[src/rtl/packet_rr_arbiter_if.sv]
// Bus bundle for the packet round-robin arbiter: per-requester inputs, shared output bus, packet counters.
// The master modport is the arbiter side. The slave modport is the requester/consumer side.
interface packet_rr_arbiter_if #(
  parameter int N_REQ  = 3,
  parameter int N_LANE = 4,
  parameter int DW     = 11,
  parameter int CNT_W  = 4,
  parameter int SW     = $clog2(N_REQ)
);
  logic [N_REQ-1:0]                      req_valid;
  logic [N_REQ-1:0]                      req_ready;
  logic [N_REQ-1:0][N_LANE-1:0][DW-1:0]  req_data;
  logic                                  out_valid;
  logic                                  out_ready;
  logic [N_LANE-1:0][DW-1:0]             out_data;
  logic [SW-1:0]                         out_src;
  logic                                  out_last;
  logic [N_REQ-1:0][CNT_W-1:0]           pkt_cnt;

  modport master (
    input  req_valid, req_data, out_ready,
    output req_ready, out_valid, out_data, out_src, out_last, pkt_cnt
  );

  modport slave (
    output req_valid, req_data, out_ready,
    input  req_ready, out_valid, out_data, out_src, out_last, pkt_cnt
  );
endinterface

[src/rtl/packet_rr_arbiter.sv]
// Round-robin arbiter that locks one requester onto the shared bus for a whole N_BEAT packet.
// It also keeps a wrapping count of completed packets for each source.
//
// state | meaning
// IDLE  | no packet owns the bus; pick the next requester starting at ptr
// BUSY  | grant owns the bus until its last beat is accepted
module packet_rr_arbiter #(
  parameter int N_REQ  = 3,
  parameter int N_BEAT = 2,
  parameter int N_LANE = 4,
  parameter int DW     = 11,
  parameter int CNT_W  = 4,
  localparam int SW    = $clog2(N_REQ)
) (
  input  logic               clk,
  input  logic               rst,
  packet_rr_arbiter_if.master bus
);
  localparam int BW  = (N_BEAT > 1) ? $clog2(N_BEAT) : 1;
  localparam int SW1 = SW + 1;
  localparam logic [BW-1:0] BEAT_LAST = BW'(N_BEAT - 1);
  localparam logic [SW-1:0] SRC_LAST  = SW'(N_REQ - 1);

  typedef enum logic {IDLE, BUSY} state_t;

  state_t                      state;
  logic [SW-1:0]               ptr;
  logic [SW-1:0]               grant;
  logic [SW-1:0]               pick;
  logic [BW-1:0]               beat;
  logic [N_REQ-1:0][CNT_W-1:0] cnt;

  // Scan from the highest rotation offset down so the lowest offset from ptr wins.
  always_comb begin
    logic [SW1-1:0] cand;
    cand = '0;
    pick = ptr;
    for (int k = N_REQ - 1; k >= 0; k--) begin
      cand = {1'b0, ptr} + SW1'(k);
      if (cand >= SW1'(N_REQ)) cand = cand - SW1'(N_REQ);
      if (bus.req_valid[cand[SW-1:0]]) pick = cand[SW-1:0];
    end
  end

  always_comb begin
    bus.req_ready = '0;
    bus.out_valid = 1'b0;
    bus.out_last  = 1'b0;
    bus.out_data  = '0;
    if (state == BUSY) begin
      bus.req_ready[grant] = bus.out_ready;
      bus.out_valid        = bus.req_valid[grant];
      bus.out_last         = (beat == BEAT_LAST);
      bus.out_data         = bus.req_data[grant];
    end
  end

  assign bus.out_src = grant;
  assign bus.pkt_cnt = cnt;

  always_ff @(posedge clk or posedge rst) begin
    if (rst) begin
      state <= IDLE;
      ptr   <= '0;
      grant <= '0;
      beat  <= '0;
      cnt   <= '0;
    end else begin
      unique case (state)
        IDLE: begin
          if (|bus.req_valid) begin
            grant <= pick;
            beat  <= '0;
            state <= BUSY;
          end
        end
        BUSY: begin
          if (bus.out_valid && bus.out_ready) begin
            if (beat == BEAT_LAST) begin
              cnt[grant] <= cnt[grant] + CNT_W'(1);
              ptr        <= (grant == SRC_LAST) ? '0 : grant + SW'(1);
              state      <= IDLE;
            end else begin
              beat <= beat + BW'(1);
            end
          end
        end
        default: state <= IDLE;
      endcase
    end
  end
endmodule
[src/flat_wrapper.sv]
// flat-port wrapper written by rule: the top's interface ports become plain ports
module packet_rr_arbiter_flat 
#(
  parameter int N_REQ  = 3,
  parameter int N_BEAT = 2,
  parameter int N_LANE = 4,
  parameter int DW     = 11,
  parameter int CNT_W  = 4,
  localparam int SW    = $clog2(N_REQ)
)
  (clk, rst, bus_req_valid, bus_req_data, bus_out_ready, bus_req_ready, bus_out_valid, bus_out_data, bus_out_src, bus_out_last, bus_pkt_cnt);
  packet_rr_arbiter_if #(.N_REQ(N_REQ), .N_LANE(N_LANE), .DW(DW), .CNT_W(CNT_W)) bus_i ();
  input  logic clk;
  input  logic rst;
  input wire logic [$bits(bus_i.req_valid)-1:0] bus_req_valid;
  input wire logic [$bits(bus_i.req_data)-1:0] bus_req_data;
  input wire logic [$bits(bus_i.out_ready)-1:0] bus_out_ready;
  output wire logic [$bits(bus_i.req_ready)-1:0] bus_req_ready;
  output wire logic [$bits(bus_i.out_valid)-1:0] bus_out_valid;
  output wire logic [$bits(bus_i.out_data)-1:0] bus_out_data;
  output wire logic [$bits(bus_i.out_src)-1:0] bus_out_src;
  output wire logic [$bits(bus_i.out_last)-1:0] bus_out_last;
  output wire logic [$bits(bus_i.pkt_cnt)-1:0] bus_pkt_cnt;
  assign bus_i.req_valid = bus_req_valid;
  assign bus_i.req_data = bus_req_data;
  assign bus_i.out_ready = bus_out_ready;
  assign bus_req_ready = bus_i.req_ready;
  assign bus_out_valid = bus_i.out_valid;
  assign bus_out_data = bus_i.out_data;
  assign bus_out_src = bus_i.out_src;
  assign bus_out_last = bus_i.out_last;
  assign bus_pkt_cnt = bus_i.pkt_cnt;
  packet_rr_arbiter #(.N_REQ(N_REQ), .N_BEAT(N_BEAT), .N_LANE(N_LANE), .DW(DW), .CNT_W(CNT_W)) u_core (.clk(clk), .rst(rst), .bus(bus_i));
endmodule
[config.mk]
export PLATFORM = sky130hd
export DESIGN_NAME = packet_rr_arbiter_flat
export DESIGN_NICKNAME = d
export VERILOG_FILES = /design/src/rtl/packet_rr_arbiter_if.sv /design/src/rtl/packet_rr_arbiter.sv /design/src/flat_wrapper.sv
export SDC_FILE = /design/constraint.sdc
export NUM_CORES = 1
export LEC_CHECK = 0
export ABC_AREA = 1
export BUFFER_PORTS_ARGS = -buffer_cell sky130_fd_sc_hd__buf_2
export CAP_MARGIN = 20
export CELL_PAD_IN_SITES_DETAIL_PLACEMENT = 0
export CELL_PAD_IN_SITES_GLOBAL_PLACEMENT = 1
export CORE_ASPECT_RATIO = 1.75
export CORE_MARGIN = 10
export CORE_UTILIZATION = 23
export DETAILED_ROUTE_END_ITERATION = 10
export PLACE_DENSITY = 0.92
export SYNTH_ARGS = -nofsm -noshare
export SYNTH_HDL_FRONTEND = slang
export SYNTH_SLANG_ARGS = --single-unit
[constraint.sdc]
create_clock -name clk -period 1.85 [get_ports clk]
set_input_delay 0.37 -clock clk [delete_from_list [all_inputs] [get_ports clk]]
set_output_delay 0.37 -clock clk [all_outputs]
set_load 0.05 [all_outputs]
After elaboration in Yosys (flattened, before gate mapping):

Cells that the tools add are included.

* bits in registers: 18
* input port bits: 138
* word-level logic and storage cells: 70
* output and inout port bits: 63

* add/subtract/negate cells: 8
* bitwise logic cells: 2
* multiplexer cells: 36
* order comparisons: 8
* equality and inequality tests: 3
* reductions and logical operators: 6

Operators with widths (count)
* $bmux W44 S2: 1
* $mux W44: 2
* $mux W2: 7
* $mux W1: 13
* $bwmux W12: 1
* $lt A2 B3 Y1 const B: 4
* $bmux W1 S2: 4
* $bmux W4 S2: 1
* $demux W4 S2: 1
* $mux W4: 2
* $ge A3 B2 Y1 const B: 2
* $sub A2 B2 Y2 const B: 3
* $add A4 B1 Y4 const B: 1
* $pmux W1 S2: 2
* $reduce_and A2 Y1: 2
* $add A2 B1 Y3 const B: 1
* $add A2 B2 Y3 const B: 1
* $and A3 B3 Y3: 1
* $mux W3: 1
* $reduce_and A3 Y1: 1
* $reduce_or A3 Y1: 1
* $add A2 B1 Y2 const B: 1
* $demux W1 S2: 1
* $eq A2 B2 Y1 const B: 1
* 7 further kinds: 8

Longest topological paths before layout:

Gate-level depths: netlist of the first run.

* depth in word-level cells: 8
* mapped depth: 12

Least setup slack after synthesis of the first run:

No wires, ideal clock.

* path type: reg2out
* start point: reg u_core.grant[1] (netlist: u_core.bus.out_src[1])
* end point: out bus_req_ready[2]
* buffers on the path: 1
* data arrival time: 1923 ps
* slack: -443 ps
* stages on the path, launching flop included: 6
* path through: dfrtp_1 > inv_1 > nor2_4 > buf_4 > inv_1 > nor2_1

* cells in the longest elaborated chain, start to end: 6
* elaborated cells on any way between the ends: 7
* those cells by class: order compare: 2; mux: 3; bitwise: 1; reduce/logical: 1

RTL lines
* from (decl): line packet_rr_arbiter.sv:28 `logic [SW-1:0] grant;`
* from (signal assigned): line packet_rr_arbiter.sv:72 `grant <= pick;`
* $lt A2 B3 Y1 (not written as such) or $ge A2 B1 Y1 (tied branches): line packet_rr_arbiter.sv:51 `bus.req_ready[grant] = bus.out_ready;`
* $logic_and A1 B1 Y1 (not written as such): line packet_rr_arbiter.sv:51
* $mux W1 (not written as such): line packet_rr_arbiter.sv:51
* $demux W1 S2 (*)
* $and A3 B3 Y3 (no source line) (*)
* $mux W3 (*): line packet_rr_arbiter.sv:50 `if (state == BUSY) begin`
* to (decl): line flat_wrapper.sv:18 `output wire logic [$bits(bus_i.req_ready)-1:0] bus_req_ready;`

Mark *: on every way between the ends. The rest lies on a longest branch, timed or not.

Worst setup path in the final report of the first run:

* start point: reg u_core.grant[1] (netlist: u_core.bus.out_src[1])
* end point: out bus_out_data[15]

* cells in the longest elaborated chain, start to end: 3

RTL lines
* $bmux W44 S2: line packet_rr_arbiter.sv:54 `bus.out_data = bus.req_data[grant];`
* $mux W44 (not written as such): line packet_rr_arbiter.sv:54
* $mux W44: line packet_rr_arbiter.sv:50
* to (decl): line flat_wrapper.sv:20 `output wire logic [$bits(bus_i.out_data)-1:0] bus_out_data;`

No other way between the ends. The select of a mux whose other input is x is not followed.

==> metrics.yaml, run 1 <==
status: "finished with violations"
failed_checks: "negative setup slack"
swShare: 0.579
finalHoldViolCount: 0
die_h_um: 153
fin_ws_ns: -0.207
seqPwrFrac: 0.060
powerDensity_nw_per_um2: 2370
dp_hpwl_um: 9080
first_pass_iters: 4
vias: 3633
grt_pass1_wl_um: 17400
synth_seq_area_share: 0.194
synth_area_sq_um: 2320
gr-usage-all-layers: 0.145
start_kind: "register"
fin_crit_ns: 2.06
p_leak_nw: 2.53
ys.warnings.count: 0
place.gp.congestion: 0.987
grt_pass1_vias: 3518
synthToLayoutAreaGrowth_pct: 107
ff_latch_area_sq_um: 455
final_common_cell: "nand2_1"
rows: 48
power.share.clock: 0.043
internal_power_mw: 4.79
layout-drive-gt1-share: 0.572
avgSynthCellArea_sq_um: 5.24
fin_crit_sh: 1.11
drtAntennaViolNets: 0
final_cell_mix: "nand2_1, buf_2, nand2_2"
overflow: 0
nNetsFinal: 799
clk_path_buf_depth: 2
synth_cell_types: 26
drtIter0Drc: 124
cp-end-kind: "primary output"
worstSetupPathType: "reg2out"
vdd.ir_drop.worst_v: 0.00140
grt_max_degree: 45
placed_area_sq_um: 3660
min_path_type: "in2async"
port_buffers: 200
ff2ff_setup_slack_ns: 0.12
required_ns: 1.48
cts.clk_slew.worst_paths_ns: 0.05
cts_buffers: 3
finClkSkew_ns: 0.00227
ios: 201
postSynthCellCount: 443
ys_ff_latch: 18
cap_viol_max_count: 0
remaining_drc_errors: 0
max_freq_ghz: 0.486
p_comb_frac: 0.897
antenna_found_initial: 1
dp_slack_ns: -0.0225
maxSlewViolCount: 0
cts_tree: "built"
holdWs_ns: 0.127
syn_nets: 585
die_w_um: 95.9
dieArea_sq_um: 14700
numClockSinks: 18
wl_per_cell_um: 16.3
worstPathArrival_ns: 1.69
avgViaCountPerCell: 4.65
relSlewSlack: 0.757
htreeDepth: 1
initial_utilization: 0.236
cts-root-buf: "clkbuf_16"
clk_latency_ns: 0.25
p_switching_mw: 6.60
reg2reg_depth: 8
hold_buffers: 0
final_area_sq_um: 4810
worst_pin_slew_ns: 0.361
postRouteWirelength_um: 12700
fillers: 947
path_max_fanout: 6
rsz0062_at_grt: "yes"
core_sq_um: 9850
multi_input_area_sq_um: 1750
final-setup-viol-count: 46
area by class of cell:
type,instances,area share
antenna,1,0.000520
clock buffer,4,0.0185
inverter,68,0.0889
multi-input combinational,337,0.365
sequential,18,0.0947
tap,125,0.0325
timing repair buffer,229,0.400
path summary, 6_finish.rpt:
path | from | to
min in group clk | u_core.bus.pkt_cnt[10]$_DFFE_PP0P_ | u_core.bus.pkt_cnt[10]$_DFFE_PP0P_
setup reg to reg | u_core.bus.out_src[1]$_DFFE_PP0P_ | u_core.bus.pkt_cnt[5]$_DFFE_PP0P_
hold / removal | rst | u_core.beat$_DFFE_PP0P_
max in group asynchronous | rst | u_core.bus.out_src[1]$_DFFE_PP0P_
hold reg to reg | u_core.bus.pkt_cnt[10]$_DFFE_PP0P_ | u_core.bus.pkt_cnt[10]$_DFFE_PP0P_
setup / recovery | u_core.bus.out_src[1]$_DFFE_PP0P_ | bus_out_data[15]
metal layers:
layer / routed length [um] / GRT usage
met1: 4170 / 0.138
met2: 7310 / 0.293
met3: 993 / 0.0201
met4: 273 / 0.0473
met5: 0 / 0
per-stage QoR:
| stage | util | cells | TNS, ns | power, mW |
|---|---|---|---|---|
| 2_1_floorplan | - | 443 | -0.824 | 6.41 |
| 3_3_place_gp | 0.372 | 760 | -0.00617 | 7.89 |
| 3_5_place_dp | 0.372 | 760 | -0.0715 | 7.97 |
| 4_1_cts | 0.434 | 769 | -7.73 | 10.3 |
| 5_1_grt | 0.488 | 782 | -10.74 | 11.9 |
| 6_report | 0.488 | 782 | -7.68 | 11.4 |
synthesized netlist by cell type:
| master | count | area share |
|---|---|---|
| nor2_4 | 2 | 0.0097 |
| clkbuf_1 | 1 | 0.0016 |
| a31oi_1 | 2 | 0.0054 |
| clkinv_4 | 1 | 0.0038 |
| nor2_2 | 1 | 0.0027 |
| nand2_4 | 3 | 0.015 |
| nand3_1 | 55 | 0.12 |
| o21ai_1 | 4 | 0.0086 |
| buf_6 | 3 | 0.015 |
| nand2_2 | 1 | 0.0027 |
| nand3_2 | 2 | 0.0086 |
| nand3_4 | 1 | 0.0076 |
| nand4_1 | 1 | 0.0027 |
| buf_4 | 8 | 0.026 |
| a21oi_1 | 3 | 0.0065 |
| buf_2 | 6 | 0.013 |
| inv_1 | 67 | 0.11 |
| dfrtp_1 | 18 | 0.19 |
| o21ai_2 | 2 | 0.0076 |
| nor2_1 | 10 | 0.016 |
| xor2_1 | 1 | 0.0038 |
| ha_1 | 4 | 0.022 |
| nand2_1 | 241 | 0.39 |
| nor3_1 | 1 | 0.0022 |
| o21ai_0 | 3 | 0.0065 |
| buf_1 | 2 | 0.0032 |
worst max-delay path, stage by stage (launching register included):
cell and delay (ns):
dfrtp_4 0.52, nor2_4 0.17, buf_12 0.16, clkbuf_16 0.15, nand2_1 0.05, nand3_1 0.09
nand2_2 0.07, clkinvlp_4 0.09, buf_8 0.14
cells by family (layout without fill, tap and decap cells):
logic type / count (synthesis) / after routing / share of synthesized area
other cells: 0 / 1 / 0
buf+inv: 88 / 301 / 0.170
xor+xnor: 1 / 1 / 0.00378
fa+ha+maj: 4 / 4 / 0.0216
compound gates: 14 / 14 / 0.0345
simple gates: 318 / 318 / 0.576
flops: 18 / 18 / 0.194
state kept, by name (all words and copies together), names as in the netlist:
| name | cells |
|---|---|
| u_core.beat | 1 |
| u_core.bus.out_src | 2 |
| u_core.bus.pkt_cnt | 12 |
| u_core.ptr | 2 |
| u_core.state | 1 |
power by group through the flow:
stage                     combinational [mW]  sequential, mW  clock [mW]
final                                   10.2           0.684       0.485
after global routing                    10.7           0.704       0.503
after CTS                               9.07           0.693       0.489
after detailed placement                7.27           0.699           0
after global placement                  7.21           0.685           0
after floorplan                         5.47           0.941           0
repair_timing:
item                                   4_1_cts  5_1_grt
pin swaps                                    2       20
setup endpoints to repair                   48       51
gates resized for setup                    135       99
endpoints found under the hold margin        0        0
gates cloned                                 2        7
buffers inserted                             3        5
Note: power is estimated with default switching activity, not from simulation.
==> run 2: changes to the inputs <==
--- a/config.mk
+++ b/config.mk
@@ -15,6 +15,7 @@
 export CORE_UTILIZATION = 23
 export DETAILED_ROUTE_END_ITERATION = 10
 export PLACE_DENSITY = 0.92
+export SKIP_CTS_REPAIR_TIMING = 1
 export SYNTH_ARGS = -nofsm -noshare
 export SYNTH_HDL_FRONTEND = slang
 export SYNTH_SLANG_ARGS = --single-unit
==> run 2 against run 1 <==
Effect of this change:
- the flow still finishes with violations (negative setup slack)
- worst hold slack lost 0.00051 ns
- total power shrank 3.9%
- final area shrank 3.7%
- count of clock-buffer cells in the layout is the same
- cell count grew 0.26%
- flip-flop and latch count is the same
- highest routed layer unchanged
==> metrics.yaml, run 2 (synthesis gave the netlist of run 1 again) <==
status: "finished with violations"
failed_checks: "negative setup slack"
vias: 3706  # +2.0%
dp_hpwl_um: 9080  # unchanged
numClockSinks: 18  # unchanged
multi_input_area_sq_um: 1660  # -5.1%
path_max_fanout: 8  # +2
maxSlewViolCount: 0  # unchanged
ios: 201  # unchanged
fin_ws_ns: -0.253  # -0.0460 ns
worstPathArrival_ns: 1.73  # +0.04 ns
cts.clk_slew.worst_paths_ns: 0.05  # about the same
htreeDepth: 1  # unchanged
finClkSkew_ns: 0.00119  # -0.00108 ns
gr-usage-all-layers: 0.136  # -0.00925
final_cell_mix: "nand2_1, buf_2, clkinvlp_4"
cts-root-buf: "clkbuf_16"
rows: 48  # unchanged
vdd.ir_drop.worst_v: 0.00129  # -7.5%
p_comb_frac: 0.893  # -0.004
reg2reg_depth: 10  # +2
initial_utilization: 0.236  # unchanged
ff2ff_setup_slack_ns: 0.08  # -0.04 ns
place.gp.congestion: 0.987  # unchanged
max_freq_ghz: 0.475  # -2.2%
r2r_end: "u_core.bus.pkt_cnt[10]$_DFFE_PP0P_"
cap_viol_max_count: 0  # unchanged
cp-end-kind: "primary output"
core_sq_um: 9850  # unchanged
p_switching_mw: 6.47  # -1.9%
regToRegStartpoint: "u_core.bus.out_src[1]$_DFFE_PP0P_"
final_common_cell: "nand2_1"
drtAntennaViolNets: 0  # unchanged
overflow: 0  # unchanged
layout-drive-gt1-share: 0.539  # -0.0328
worstSetupPathType: "reg2out"
fin_util: 0.470  # -0.0183
placed_area_sq_um: 3660  # unchanged
final_area_sq_um: 4630  # -3.7%
required_ns: 1.48  # about the same
swShare: 0.591  # +0.0117
grt_max_degree: 45  # unchanged
ff_latch_area_sq_um: 455  # unchanged
fin_crit_sh: 1.14  # +0.0249
min_path_type: "in2async"
holdWs_ns: 0.127  # -0.000514 ns
drtIter0Drc: 119  # -4.0%
internal_power_mw: 4.48  # -6.5%
fin_crit_ns: 2.10  # +0.0460 ns
dieArea_sq_um: 14700  # unchanged
remaining_drc_errors: 0  # unchanged
seqPwrFrac: 0.063  # +0.003
synthToLayoutAreaGrowth_pct: 99.6
port_buffers: 200  # unchanged
clk_latency_ns: 0.25  # about the same
power.share.clock: 0.044  # about the same
relSlewSlack: 0.762  # +0.00495
powerDensity_nw_per_um2: 2360  # -0.13%
die_h_um: 153  # unchanged
grt_pass1_vias: 3434  # -2.4%
largest_reg_flops: 12  # unchanged
wl_per_cell_um: 16.3  # +0.27%
die_w_um: 95.9  # unchanged
avgViaCountPerCell: 4.73  # +1.7%
cts_buffers: 3  # unchanged
start_kind: "register"
cts_tree: "built"
finalHoldViolCount: 0  # unchanged
p_leak_nw: 2.44  # -3.5%
postRouteWirelength_um: 12800  # +0.53%
grt_pass1_wl_um: 16400  # -5.8%
first_pass_iters: 4  # unchanged
antenna_found_initial: 2  # +1
final-setup-viol-count: 45  # -2.2%
nNetsFinal: 800  # +0.13%
rsz0062_at_grt: "yes"
worst_pin_slew_ns: 0.354  # -0.00735 ns
fillers: 994  # +5.0%
clk_path_buf_depth: 2  # unchanged
[run 2: final cells by class]
class,instances,area share
diodes,2,0.00108
clock buffers,4,0.0192
inverters,68,0.0919
multi-input cells,337,0.359
flip-flops and latches,18,0.0984
well taps,125,0.0338
repair buffers,230,0.396
[run 2: metal layers]
layer / global-route usage / vias to the layer above / part of all wire
li1: - / 1759 / -
met1: 0.126 / 1714 / 0.32
met2: 0.265 / 187 / 0.55
met3: 0.0250 / 46 / 0.090
met4: 0.0649 / 0 / 0.044
met5: 0 / - / 0
[run 2: power by group through the flow]
| stage | clock network (mW) | registers [mW] | logic (mW) |
|---|---|---|---|
| detailed placement | 0 | 0.699 | 7.27 |
| floorplan | 0 | 0.941 | 5.47 |
| global route | 0.503 | 0.711 | 10.3 |
| finish | 0.483 | 0.686 | 9.78 |
| global placement | 0 | 0.685 | 7.21 |
| CTS | 0.489 | 0.693 | 7.29 |
[run 2: worst max-delay path by stage]
stage	cells past startpoint	slack (ns)	startpoint	endpoint
final	9	-0.25	u_core.bus.out_src[1]$_DFFE_PP0P_	bus_out_data[20]
after global routing	9	-0.31	u_core.bus.out_src[1]$_DFFE_PP0P_	bus_out_data[20]
after CTS	7	-0.30	u_core.bus.out_src[1]$_DFFE_PP0P_	bus_out_data[4]
after detailed placement	7	-0.02	u_core.bus.out_src[1]$_DFFE_PP0P_	bus_out_data[4]
after global placement	7	-0.006	u_core.bus.out_src[1]$_DFFE_PP0P_	bus_out_data[17]
after floorplan	7	-0.04	u_core.bus.out_src[1]$_DFFE_PP0P_	bus_out_data[33]
[run 2: per-stage QoR]
step / std cells / power, mW / TNS (ns) / setup slack, ns
after global placement: 760 / 7.89 / -0.00617 / -0.00617
after global routing: 784 / 11.5 / -10.79 / -0.311
final: 784 / 10.9 / -7.36 / -0.253
after detailed placement: 760 / 7.97 / -0.0715 / -0.0225
after floorplan: 443 / 6.41 / -0.824 / -0.0352
after CTS: 764 / 8.47 / -11.97 / -0.301
[run 2: critical path, stage by stage (launching register included)]
cell	delay, ns
dfrtp_4	0.52
inv_2	0.08
nor2_4	0.04
buf_12	0.14
clkbuf_16	0.16
nand2_1	0.07
nand3_1	0.11
nand2_2	0.11
clkinvlp_4	0.09
buf_6	0.15
